$ cat src/rtl/vga_timing_gen.sv
// VGA raster timing generator: a pixel-rate strobe, free-running x/y counters
// and registered sync/blank/frame-start decodes that line up with x/y.
module vga_timing_gen #(
  parameter int unsigned CLK_DIV  = 2,
  parameter int unsigned H_ACTIVE = 640,
  parameter int unsigned H_FP     = 16,
  parameter int unsigned H_SYNC   = 96,
  parameter int unsigned H_BP     = 48,
  parameter int unsigned V_ACTIVE = 480,
  parameter int unsigned V_FP     = 10,
  parameter int unsigned V_SYNC   = 2,
  parameter int unsigned V_BP     = 33
) (
  input  logic       clk,
  input  logic       reset,
  output logic       pix_en,
  output logic [9:0] x,
  output logic [9:0] y,
  output logic       hsync,
  output logic       vsync,
  output logic       blank_n,
  output logic       frame_start
);

  localparam int unsigned H_TOTAL = H_ACTIVE + H_FP + H_SYNC + H_BP;
  localparam int unsigned V_TOTAL = V_ACTIVE + V_FP + V_SYNC + V_BP;
  localparam int unsigned DIV_W   = (CLK_DIV > 1) ? $clog2(CLK_DIV) : 1;

  localparam logic [DIV_W-1:0] DIV_LAST = DIV_W'(CLK_DIV - 1);
  localparam logic [9:0] X_LAST   = 10'(H_TOTAL - 1);
  localparam logic [9:0] Y_LAST   = 10'(V_TOTAL - 1);
  localparam logic [9:0] H_VIS    = 10'(H_ACTIVE);
  localparam logic [9:0] V_VIS    = 10'(V_ACTIVE);
  localparam logic [9:0] HS_START = 10'(H_ACTIVE + H_FP);
  localparam logic [9:0] HS_END   = 10'(H_ACTIVE + H_FP + H_SYNC);
  localparam logic [9:0] VS_START = 10'(V_ACTIVE + V_FP);
  localparam logic [9:0] VS_END   = 10'(V_ACTIVE + V_FP + V_SYNC);

  logic [DIV_W-1:0] div_cnt_q, div_cnt_d;
  logic             pix_en_q, pix_en_d;
  logic [9:0]       x_q, x_d;
  logic [9:0]       y_q, y_d;
  logic             hsync_q, hsync_d;
  logic             vsync_q, vsync_d;
  logic             blank_n_q, blank_n_d;
  logic             frame_start_q, frame_start_d;

  always_comb begin
    div_cnt_d = (div_cnt_q == DIV_LAST) ? '0 : div_cnt_q + DIV_W'(1);
    pix_en_d  = (div_cnt_q == DIV_LAST);

    x_d = x_q;
    y_d = y_q;
    if (pix_en_q) begin
      if (x_q == X_LAST) begin
        x_d = '0;
        y_d = (y_q == Y_LAST) ? '0 : y_q + 10'd1;
      end else begin
        x_d = x_q + 10'd1;
      end
    end

    // Decodes use the next x/y so the registered outputs match x/y cycle for cycle.
    hsync_d       = !((x_d >= HS_START) && (x_d < HS_END));
    vsync_d       = !((y_d >= VS_START) && (y_d < VS_END));
    blank_n_d     = (x_d < H_VIS) && (y_d < V_VIS);
    frame_start_d = pix_en_q && (x_q == X_LAST) && (y_q == Y_LAST);
  end

  always_ff @(posedge clk or negedge reset) begin
    if (!reset) begin
      div_cnt_q     <= '0;
      pix_en_q      <= 1'b0;
      x_q           <= '0;
      y_q           <= '0;
      hsync_q       <= 1'b1;
      vsync_q       <= 1'b1;
      blank_n_q     <= 1'b1;
      frame_start_q <= 1'b0;
    end else begin
      div_cnt_q     <= div_cnt_d;
      pix_en_q      <= pix_en_d;
      x_q           <= x_d;
      y_q           <= y_d;
      hsync_q       <= hsync_d;
      vsync_q       <= vsync_d;
      blank_n_q     <= blank_n_d;
      frame_start_q <= frame_start_d;
    end
  end

  assign pix_en      = pix_en_q;
  assign x           = x_q;
  assign y           = y_q;
  assign hsync       = hsync_q;
  assign vsync       = vsync_q;
  assign blank_n     = blank_n_q;
  assign frame_start = frame_start_q;

endmodule

$ cat config.mk
export PLATFORM = sky130hd
export DESIGN_NAME = vga_timing_gen
export DESIGN_NICKNAME = d
export VERILOG_FILES = /design/src/rtl/vga_timing_gen.sv
export SDC_FILE = /design/constraint.sdc
export NUM_CORES = 1
export LEC_CHECK = 0
export ABC_AREA = 1
export CAP_MARGIN = 20
export CORE_UTILIZATION = 55
export CTS_CLUSTER_SIZE = 12
export DETAILED_ROUTE_END_ITERATION = 16
export PLACE_DENSITY = 0.91
export SYNTH_ARGS = -nofsm -noshare
export SYNTH_HDL_FRONTEND = slang
export SYNTH_SLANG_ARGS = --single-unit
$ cat constraint.sdc
create_clock -name clk -period 3.12 [get_ports clk]
set_clock_uncertainty 0.05 [all_clocks]
set_input_delay 0.936 -clock clk [delete_from_list [all_inputs] [get_ports clk]]
set_output_delay 0.936 -clock clk [all_outputs]
set_load 0.005 [all_outputs]
=== Word level (Yosys, flattened, before mapping) ===
Cells that the tools add are included.

* Bits of input ports: 2
* Register bits after elaboration: 26
* Output and inout bits: 25
* Logic and storage cells: 32

* Reductions and logical operators: 7
* Mux-type cells: 6
* $add $sub $neg: 3
* Order comparisons: 6
* Equal/unequal tests: 2

{| class="wikitable"
|+ Operators by type and width
! operator !! number
|-
| 10-bit 2-to-1 mux || 5
|-
| 10-bit by 1-bit adder with 10-bit output (second input constant) || 2
|-
| 10-bit equality test (second input constant) || 2
|-
| 10-bit < comparator (second input constant) || 2
|-
| 10-bit by 9-bit < comparator with 1-bit output (second input constant) || 2
|-
| 10-bit greater-or-equal comparator (second input constant) || 1
|-
| 10-bit by 9-bit greater-or-equal comparator with 1-bit output (second input constant) || 1
|-
| 1-bit logical AND || 5
|-
| 1-bit zero test || 2
|-
| 1-bit adder (second input constant) || 1
|-
| 1-bit 2-to-1 mux || 1
|}

=== Longest topological paths before layout ===
Gate-level depths: netlist (run 1).

* Word-level depth: 7
* Depth in mapped cells: 14
* Depth with buffers taken out: 14

=== Least setup slack after synthesis (run 1) ===
Ideal clock, no wire load.

* Kind: register to register
* From: register x_q[0] (netlist: x[0])
* To: register vsync_q (netlist: vsync)
* Data required time: 2,993 ps
* Buffers on the path: 0
* Clock period less this slack: 1,644 ps
* Setup time: 77 ps
* Setup slack: 1,476 ps
* Cell stages (with the launch flop): 13
* Arrival: 1,517 ps
* Path through: dfrtp_1 ha_1 nand2_1 inv_1 nand3_4 nor3_4 nand2_1 nand2_1 nand2_1 nand2_1 nand3_1 nor2_1 nand2_1

* Word-level cells in the longest chain between the ends: 6
* Elaborated cells between the ends (all ways): 7
* Classes of those cells: order compare (2); eq/ne (1); mux (2); reduce/logical (2)

{| class="wikitable"
|+ Ends and longest elaborated chain
! what !! line !! RTL
|-
| start: declaration || 41 || <nowiki>logic [9:0] x_q, x_d;</nowiki>
|-
| start signal: assignment || 74 || <nowiki>x_q <= '0;</nowiki>
|-
| start signal: assignment || 83 || <nowiki>x_q <= x_d;</nowiki>
|-
| 10-bit equality test (*) || 55 || <nowiki>if (x_q == X_LAST) begin</nowiki>
|-
| 10-bit 2-to-1 mux (*) || 55 ||
|-
| 10-bit 2-to-1 mux (*) || 54 || <nowiki>if (pix_en_q) begin</nowiki>
|-
| 10-bit by 9-bit greater-or-equal comparator with 1-bit output / 10-bit by 9-bit < comparator with 1-bit output (equally long branches) || 65 || <nowiki>vsync_d = !((y_d >= VS_START) && (y_d < VS_END));</nowiki>
|-
| 1-bit logical AND (*) || 65 ||
|-
| 1-bit zero test (*) || 65 ||
|-
| via vsync_d || 44 || <nowiki>logic vsync_q, vsync_d;</nowiki>
|-
| end signal: assignment || 86 || <nowiki>vsync_q <= vsync_d;</nowiki>
|-
| end: declaration || 44 ||
|}

The timed path passes the listed nets; every way through them passes the cells marked *.

=== Worst setup path after layout (run 1) ===
* From: register pix_en_q (netlist: pix_en)
* To: output pix_en

{| class="wikitable"
|+ RTL lines
! what !! line !! RTL
|-
| start: declaration || 40 || <nowiki>logic pix_en_q, pix_en_d;</nowiki>
|-
| start signal: assignment || 82 || <nowiki>pix_en_q <= pix_en_d;</nowiki>
|-
| end: declaration || 16 || <nowiki>output logic pix_en,</nowiki>
|}

No word-level cell between the ends.

==> impl_metrics.tcl, run 1 <==
set metrics [dict create \
    ant_nets 0 \
    drtIter0Drc 30 \
    finalSetupTns_ns 0 \
    syn-cell-area_sq_um 1440 \
    r2r_slack_ns 1.17 \
    wirelength_mm 2.98 \
    relSlewSlack 0.695 \
    fin_crit_ns 2.46 \
    cts_made_buffers 3 \
    dpl-instance-area_sq_um 1730 \
    stdcell_area_sq_um 1770 \
    synth_nets 197 \
    dr.pass1.iters 4 \
    core_area_sq_um 2480 \
    p_int_mw 0.411 \
    ys_warn_count 0 \
    ys_seq_elements 26 \
    critical_path_required_ns 2.13 \
    synth.distinct_cells 27 \
    num-fill-cells 200 \
    first_global_vias 1160 \
    antenna-diode-count 0 \
    hold_viol_final 0 \
    dp_slack_ns 1.03 \
    status "complete, no violations" \
    synth-async-reset-ratio 1.00 \
    htreeDepth 1 \
    ys.flop_type "dfrtp_1" \
    setup_viol 0 \
    power_density_nw_per_um2 294 \
    ir_drop_v 0.000272 \
    final_layout_size_suffix_gt1_frac 0.0905 \
    drc 0 \
    critPathSlowestCell "clkdlybuf4s50_1" \
    hold_end "pix_en$_DFF_PN0_" \
    hold_buffers 0 \
    min_period_over_period 0.790 \
    vias 1298 \
    rsz0062_at_grt "no" \
    drv_cap 0 \
    rows 18 \
    io_pins 27 \
    max_stage_delay_ns 0.59 \
    hp-start "div_cnt_q$_DFF_PN0_" \
    clockBufferDepth 2 \
    fmax_mhz 406 \
    grt_pass1_wl_mm 5.00 \
    seqPwrFrac 0.649 \
    clk_latency_ns 0.33 \
    grt_usage 0.251 \
    r2r_end "vsync$_DFF_PN1_" \
    avgRoutedWirePerCell_um 11.9 \
    pwr-share-comb 0.016 \
    die_w_um 53.2 \
    clock_power_share 0.336 \
    synth_top_family_by_area "simple AND/OR/NAND/NOR gates" \
    avgSynthCellArea_sq_um 7.50 \
    cts_tree "built" \
    cts_resized 0 \
    cp_max_fo 11 \
    final_net_count 227 \
    rr_worst_depth 11 \
    clock-sinks 26 \
    overflow 0 \
    grt_antenna_before_repair 0 \
    area_delta_synth_final_pct 22.8 \
    cp_num_buf_inv 1 \
    yosys.area_share.simple 0.351 \
    swShare 0.210 \
    hold_depth 0 \
    crit_type "register to output port" \
    synth_compound_area_frac 0.0495 \
    die_h_um 53.2 \
    dieArea_sq_um 2830 \
    start_util 0.581 \
    cellLeakagePower_nw 0.868 \
    tightest_slew_ns 0.453 \
    gp_congestion 0.839 \
    synthMuxAreaShare 0 \
    clk_pin_slew_ns 0.14 \
    yosys.area_share.xor_xnor 0.0243 \
    post_cts_buffers 0 \
    cp_top_family "buffers and inverters" \
    slew_violations 0 \
    crit_chain "clkdlybuf4s50_1" \
    hold_path_class "register to register" \
    synthAdderAreaFrac 0.0261 \
    power_switching_mw 0.109 \
    reg2reg_from "x[0]$_DFF_PN0_" \
    timing.final.ws_setup_ns 0.656 \
    synthCells 192 \
    vias_per_cell 5.17 \
    cp.arrival_ns 1.48 \
    dpl.hpwl_mm 2.31 \
    port_buffers 26 \
    grt_max_degree 27 \
    crit_path_end_kind "output port" \
    root_buffer "clkbuf_4" \
    synth_edf_count 0 \
    critPathLaunchType "register" \
    synth_seq_area_share 0.454 \
]
-- metrics by stage --
stage	std cells	util	hold slack [ns]	total power, mW
2_1_floorplan	192	-	0.304	0.343
3_3_place_gp	247	0.699	0.311	0.352
3_5_place_dp	247	0.699	0.317	0.352
4_1_cts	251	0.714	0.342	0.526
5_1_grt	251	0.714	0.357	0.538
6_report	251	0.714	0.362	0.520
-- cells by family after synthesis --
group,Yosys count
compound gates,13
xor+xnor,4
flops,26
fa+ha+maj,3
buf+inv,35
simple gates,111
-- per-layer routing --
layer | up-vias | routed length [um] | track usage
li1 | 653 | - | -
met2 | 39 | 1430 | 0.411
met5 | - | 0 | 0
met1 | 599 | 1330 | 0.323
met3 | 7 | 152 | 0.0402
met4 | 0 | 68 | 0.114
-- power groups by stage --
| stage | sequential (mW) | combinational [mW] | clock, mW |
|---|---|---|---|
| after floorplan | 0.343 | 0.000000420 | 0 |
| after detailed placement | 0.343 | 0.00881 | 0 |
| after global routing | 0.337 | 0.00968 | 0.191 |
| final | 0.337 | 0.00811 | 0.174 |
| after global placement | 0.343 | 0.00860 | 0 |
| after CTS | 0.337 | 0.00880 | 0.180 |
-- synth_stat cells, types with 2 or more instances --
cell | n | share of area
inv_1 | 30 | 0.078
nand3_1 | 15 | 0.052
nand3b_1 | 2 | 0.010
nand2_1 | 50 | 0.13
a21oi_1 | 5 | 0.017
ha_1 | 3 | 0.026
nor2_1 | 27 | 0.070
nand2_2 | 2 | 0.0087
nand4_1 | 4 | 0.017
inv_2 | 2 | 0.0052
dfstp_2 | 3 | 0.055
o21ai_1 | 3 | 0.010
o21ai_0 | 3 | 0.010
xor2_1 | 3 | 0.018
dfrtp_1 | 23 | 0.40
nor3_1 | 4 | 0.014
nor2_2 | 3 | 0.013
-- sequential cells by signal, summed over array words and instances, names as in the netlist --
signal,flops
div_cnt_q,1
frame_start,1
blank_n,1
y,10
x,10
pix_en,1
hsync,1
vsync,1
-- worst max-delay path by stage --
| stage | from | end | slack (ns) | depth (start not counted) |
|---|---|---|---|---|
| final | pix_en$_DFF_PN0_ | pix_en | 0.66 | 1 |
| after global routing | pix_en$_DFF_PN0_ | pix_en | 0.58 | 1 |
| after CTS | pix_en$_DFF_PN0_ | pix_en | 0.63 | 1 |
| after detailed placement | pix_en$_DFF_PN0_ | pix_en | 1.03 | 1 |
| after global placement | pix_en$_DFF_PN0_ | pix_en | 1.03 | 1 |
| after floorplan | x[0]$_DFF_PN0_ | vsync$_DFF_PN1_ | 1.48 | 12 |
-- cell usage in the layout (no fill, tap or decap), types with 4 or more instances in the layout --
cell type         n
inv_1            30
nor3_1            4
a21oi_1           5
dfrtp_1          23
nand2_1          50
clkdlybuf4s50_1  26
nand4_1           4
nand3_1          15
nor2_1           27
-- final cells by class --
type                            count  area [sq um]  area share
Sequential cell                    26           654       0.370
Inverter                           33           124      0.0700
Clock buffer                        4          36.3      0.0205
Timing Repair Buffer               27           268       0.151
Multi-Input combinational cell    131           649       0.367
Tap cell                           30          37.5      0.0212
No activity file was read; power rests on OpenSTA's default activity.
==> run 2, diff against run 1 <==
--- a/config.mk
+++ b/config.mk
@@ -7,10 +7,10 @@
 export LEC_CHECK = 0
 export ABC_AREA = 1
 export CAP_MARGIN = 20
-export CORE_UTILIZATION = 55
+export CORE_UTILIZATION = 46
 export CTS_CLUSTER_SIZE = 12
 export DETAILED_ROUTE_END_ITERATION = 16
-export PLACE_DENSITY = 0.91
+export PLACE_DENSITY = 0.82
 export SYNTH_ARGS = -nofsm -noshare
 export SYNTH_HDL_FRONTEND = slang
 export SYNTH_SLANG_ARGS = --single-unit
==> constraint.sdc (replaced) <==
create_clock -name clk -period 2.1 [get_ports clk]
set_clock_uncertainty 0.05 [all_clocks]
set_input_delay 0.63 -clock clk [delete_from_list [all_inputs] [get_ports clk]]
set_output_delay 0.63 -clock clk [all_outputs]
set_load 0.005 [all_outputs]
==> run 2 against run 1 <==
Against the previous run:
- the flow now finishes with violations (design-rule violations)
- total power increased by 66%
- combinational power up 50%
- die area up 19%
- hold slack better by 0.0071 ns
- critical endpoint is now vsync
==> impl_metrics.tcl, run 2 (synthesis gave the netlist of run 1 again) <==
set metrics [dict create \
    hp-start "div_cnt_q$_DFF_PN0_" \
    critPathLaunchType "register" \
    critPathSlowestCell "dfstp_2" \
    setup_viol 0 \
    grt.met2_usage 0.286 \
    cp_max_fo 1 \
    ant_nets 0 \
    htreeDepth 1 \
    wirelength_mm 3.08 \
    clk_pin_slew_ns 0.16 \
    dpl.hpwl_mm 2.35 \
    r2r_end "blank_n$_DFF_PN1_" \
    final_util 0.632 \
    first_global_vias 1086 \
    crit_type "register to output port" \
    top_usage_layer "met1" \
    finalSetupTns_ns 0 \
    gp_congestion 0.863 \
    die_h_um 58.0 \
    dp_slack_ns 0.265 \
    root_buffer "clkbuf_4" \
    final_cell_mix "nand2_1, inv_1, nor2_1, clkdlybuf4s50_1, dfrtp_1" \
    multi_input_area_sq_um 652 \
    timing.final.ws_setup_ns 0.0451 \
    final_common_cell "nand2_1" \
    max_stage_delay_ns 0.56 \
    p_int_mw 0.697 \
    cp_num_buf_inv 1 \
    area_delta_synth_final_pct 25.1 \
    tightest_slew_ns 0.471 \
    rows 19 \
    critical_path_required_ns 1.42 \
    slew_violations 0 \
    drc 1 \
    violations "design-rule violations" \
    seqCellArea_sq_um 659 \
    crit_path_end_kind "output port" \
    clock_power_share 0.407 \
    fmax_mhz 487 \
    final_net_count 228 \
    rr_worst_depth 12 \
    core_area_sq_um 2850 \
    port_buffers 26 \
    hold_path_class "register to register" \
    cts_tree "built" \
    reg2reg_from "x[0]$_DFF_PN0_" \
    cp.arrival_ns 1.37 \
    drv_cap 0 \
    hold_depth 0 \
    die_w_um 58.0 \
    rsz0062_at_grt "no" \
    clockBufferDepth 2 \
    clock-sinks 26 \
    dr.pass1.iters 10 \
    vias 1290 \
    vias_per_cell 5.10 \
    grt_pass1_wl_mm 4.97 \
    power_switching_mw 0.168 \
    min_period_over_period 0.979 \
    avgRoutedWirePerCell_um 12.2 \
    dieArea_sq_um 3360 \
    pwr-share-comb 0.014 \
    r2r_slack_ns 0.23 \
    relSlewSlack 0.684 \
    antenna-diode-count 0 \
    seqPwrFrac 0.579 \
    crit_chain "clkdlybuf4s50_1" \
    hold_slack_ns 0.369 \
    start_util 0.505 \
    total_power_mw 0.865 \
    cellLeakagePower_nw 0.873 \
    io_pins 27 \
    num-fill-cells 257 \
    fin_crit_ns 2.05 \
    cp_top_family "flip-flops" \
    power_density_nw_per_um2 480 \
    swShare 0.194 \
    grt_use_met3 0.0424 \
    hold_viol_final 0 \
    grt_use_met1 0.288 \
    cts_made_buffers 3 \
    hold_buffers 0 \
    ir_drop_v 0.000350 \
    final_layout_size_suffix_gt1_frac 0.117 \
    grt_usage 0.194 \
    overflow 0 \
    drtIter0Drc 61 \
    grt_antenna_before_repair 0 \
    clk_latency_ns 0.33 \
    hold_end "pix_en$_DFF_PN0_" \
    grt_max_degree 27 \
    status "finished, violations left" \
]
==> run 2: cell count changes in the layout (fill, tap and decap cells not counted), sizes merged <==
| cell | delta |
|---|---|
| clkbuf | -1 |
| bufinv | +1 |
| buf | +1 |
==> run 2: cell type report <==
class                      instances  share of cell area
tap                               31              0.0215
inverter                          33              0.0688
clock buffer                       3              0.0125
multi-input combinational        131               0.362
timing repair buffer              28               0.153
clock inverter                     1              0.0167
sequential                        26               0.366
==> run 2: how the worst max path moves through the flow <==
stage	from	end	slack [ns]	cells past startpoint
2_1_floorplan	x[0]$_DFF_PN0_	vsync$_DFF_PN1_	0.46	12
3_3_place_gp	pix_en$_DFF_PN0_	blank_n$_DFF_PN1_	0.26	9
3_5_place_dp	x[0]$_DFF_PN0_	blank_n$_DFF_PN1_	0.27	11
4_1_cts	vsync$_DFF_PN1_	vsync	0.03	1
5_1_grt	blank_n$_DFF_PN1_	blank_n	0.004	1
6_report	vsync$_DFF_PN1_	vsync	0.05	1
==> run 2: per-layer routing <==
layer / vias to the layer above / wire length (um)
met4: 0 / 27
li1: 660 / -
met1: 604 / 1560
met5: - / 0
met3: 2 / 113
met2: 24 / 1370
==> run 2: repair_timing <==
item                       4_1_cts  5_1_grt
setup endpoints to repair        2        4
buffers inserted                 0        1
gates resized for setup          2        3
==> run 2: power groups by stage <==
stage,registers [mW],logic [mW],clock network (mW)
6_report,0.501,0.0122,0.352
5_1_grt,0.501,0.0146,0.381
4_1_cts,0.501,0.0132,0.360
3_5_place_dp,0.510,0.0132,0
3_3_place_gp,0.510,0.0130,0
2_1_floorplan,0.510,0.000000420,0
==> run 2: per-stage QoR <==
| stage | instance area, sq um | instances |
|---|---|---|
| finish | 1800 | 253 |
| global route | 1800 | 253 |
| CTS | 1790 | 252 |
| detailed placement | 1730 | 248 |
| global placement | 1730 | 248 |
| floorplan | 1440 | 192 |
==> run 3, diff against run 2 <==
--- a/config.mk
+++ b/config.mk
@@ -11,6 +11,7 @@
 export CTS_CLUSTER_SIZE = 12
 export DETAILED_ROUTE_END_ITERATION = 16
 export PLACE_DENSITY = 0.82
+export REMOVE_ABC_BUFFERS = 1
 export SYNTH_ARGS = -nofsm -noshare
 export SYNTH_HDL_FRONTEND = slang
 export SYNTH_SLANG_ARGS = --single-unit
==> run 3 against run 2 <==
Against the previous run:
- the flow still finishes with violations (design-rule violations)
- worst setup slack hardly changed
- combinational power hardly changed
- sequential power barely moved
- final cell count up 1.2%
- sequential share of layout area about the same
- core utilization is 0.22 points lower
- hold slack worse by 0.030 ns
- first-iteration DRC count increased by 21%
- non-clock buffer count is 3 higher
- count of clock-buffer cells in the layout rose by 1
- flip-flop and latch count unchanged
- critical path depth did not move
- largest cell class unchanged
==> impl_metrics.tcl, run 3 (synthesis gave the netlist of run 1 again) <==
set metrics [dict create \
    status "finished, violations left" \
    violations "design-rule violations" \
    crit_type "register to output port" \
    critical_path_required_ns 1.42 \
    area_delta_synth_final_pct 24.7 \
    cp_max_fo 7 \
    setup_viol 0 \
    start_util 0.505 \
    clk_latency_ns 0.33 \
    vias_per_cell 5.21 \
    crit_path_end_kind "output port" \
    antenna-diode-count 0 \
    crit_cells 1 \
    rsz0062_at_grt "no" \
    tightest_slew_ns 0.487 \
    hold_viol_final 0 \
    dpl.hpwl_mm 2.41 \
    clock-sinks 26 \
    hp-start "div_cnt_q$_DFF_PN0_" \
    clockBufferDepth 2 \
    grt_max_degree 27 \
    drtIter0Drc 74 \
    io_pins 27 \
    total_power_mw 0.731 \
    critPathSlowestCell "clkdlybuf4s50_1" \
    vias 1333 \
    ir_drop_v 0.000308 \
    htreeDepth 1 \
    port_buffers 26 \
    overflow 0 \
    max_stage_delay_ns 0.55 \
    die_h_um 58.0 \
    clk_pin_slew_ns 0.12 \
    cellLeakagePower_nw 0.876 \
    cts_tree "built" \
    fin_crit_ns 2.05 \
    crit_chain "clkdlybuf4s50_1" \
    relSlewSlack 0.673 \
    drv_cap 0 \
    r2r_end "vsync$_DFF_PN1_" \
    min_period_over_period 0.978 \
    avgRoutedWirePerCell_um 12.3 \
    first_global_vias 1205 \
    final_layout_size_suffix_gt1_frac 0.120 \
    gp_congestion 0.861 \
    hold_buffers 0 \
    cts_made_buffers 3 \
    core_area_sq_um 2850 \
    rr_worst_depth 12 \
    cp_num_buf_inv 1 \
    rows 19 \
    grt_usage 0.206 \
    wirelength_mm 3.14 \
    fmax_mhz 487 \
    dr.pass1.iters 10 \
    final_common_cell "nand2_1" \
    grt_antenna_before_repair 0 \
    cp_top_family "buffers and inverters" \
    r2r_slack_ns 0.13 \
    slew_violations 0 \
    drc 2 \
    crit_end "y[6]" \
    finalSetupTns_ns 0 \
    root_buffer "clkbuf_4" \
    startpoint "y[6]$_DFF_PN0_" \
    critPathLaunchType "register" \
    ant_nets 0 \
    power_density_nw_per_um2 407 \
    hold_path_class "register to register" \
    dieArea_sq_um 3360 \
    reg2reg_from "x[0]$_DFF_PN0_" \
    cp.arrival_ns 1.37 \
    final_cell_mix "nand2_1, inv_1, nor2_1, clkdlybuf4s50_1, dfrtp_1" \
    final_net_count 231 \
    grt_pass1_wl_mm 5.29 \
    die_w_um 58.0 \
]
==> run 3: worst min path at each step <==
| stage | to | slack (ns) | cells past startpoint |
|---|---|---|---|
| floorplan | div_cnt_q$_DFF_PN0_ | 0.28 | 0 |
| global placement | pix_en$_DFF_PN0_ | 0.31 | 0 |
| detailed placement | pix_en$_DFF_PN0_ | 0.31 | 0 |
| CTS | pix_en$_DFF_PN0_ | 0.34 | 0 |
| global route | pix_en$_DFF_PN0_ | 0.36 | 0 |
| finish | pix_en$_DFF_PN0_ | 0.34 | 0 |
==> run 3: power breakdown <==
group | switching [mW] | total (mW) | leakage [nW] | internal, mW
Sequential | 0 | 0.501 | 0.335 | 0.501
Combinational | 0.00922 | 0.0121 | 0.526 | 0.00285
Clock | 0.143 | 0.218 | 0.0150 | 0.0743
==> run 3: final cells by class <==
type                       instances  area (sq um)
timing repair buffer              31           298
tap                               31          38.8
sequential                        26           657
fill                             250          1060
inverter                          33           124
clock buffer                       4          26.3
multi-input combinational        131           652
==> run 3: timing repair <==
item                       in CTS  in global routing
setup endpoints to repair       1                  2
gates resized for setup         1                  3
pin swaps                       0                  2
setup buffers                   0                  3
==> run 3: through the flow <==
stage	cells	cell area [sq um]	setup WS (ns)	hold WS (ns)	utilization
floorplan	190	1430	0.456	0.284	-
global placement	249	1740	0.293	0.308	0.611
detailed placement	249	1740	0.231	0.312	0.611
CTS	253	1770	0.0436	0.342	0.620
global route	256	1800	0.00507	0.360	0.629
finish	256	1800	0.0452	0.339	0.629
==> run 3: per-layer routing <==
| metal | GRT usage | share of wire | routed length (um) | up-vias |
|---|---|---|---|---|
| met5 | 0 | 0 | 0 | - |
| met4 | 0.0986 | 0.025 | 79 | 0 |
| met3 | 0.0201 | 0.034 | 106 | 8 |
| met2 | 0.319 | 0.46 | 1460 | 35 |
| met1 | 0.294 | 0.48 | 1500 | 631 |
| li1 | - | - | - | 659 |
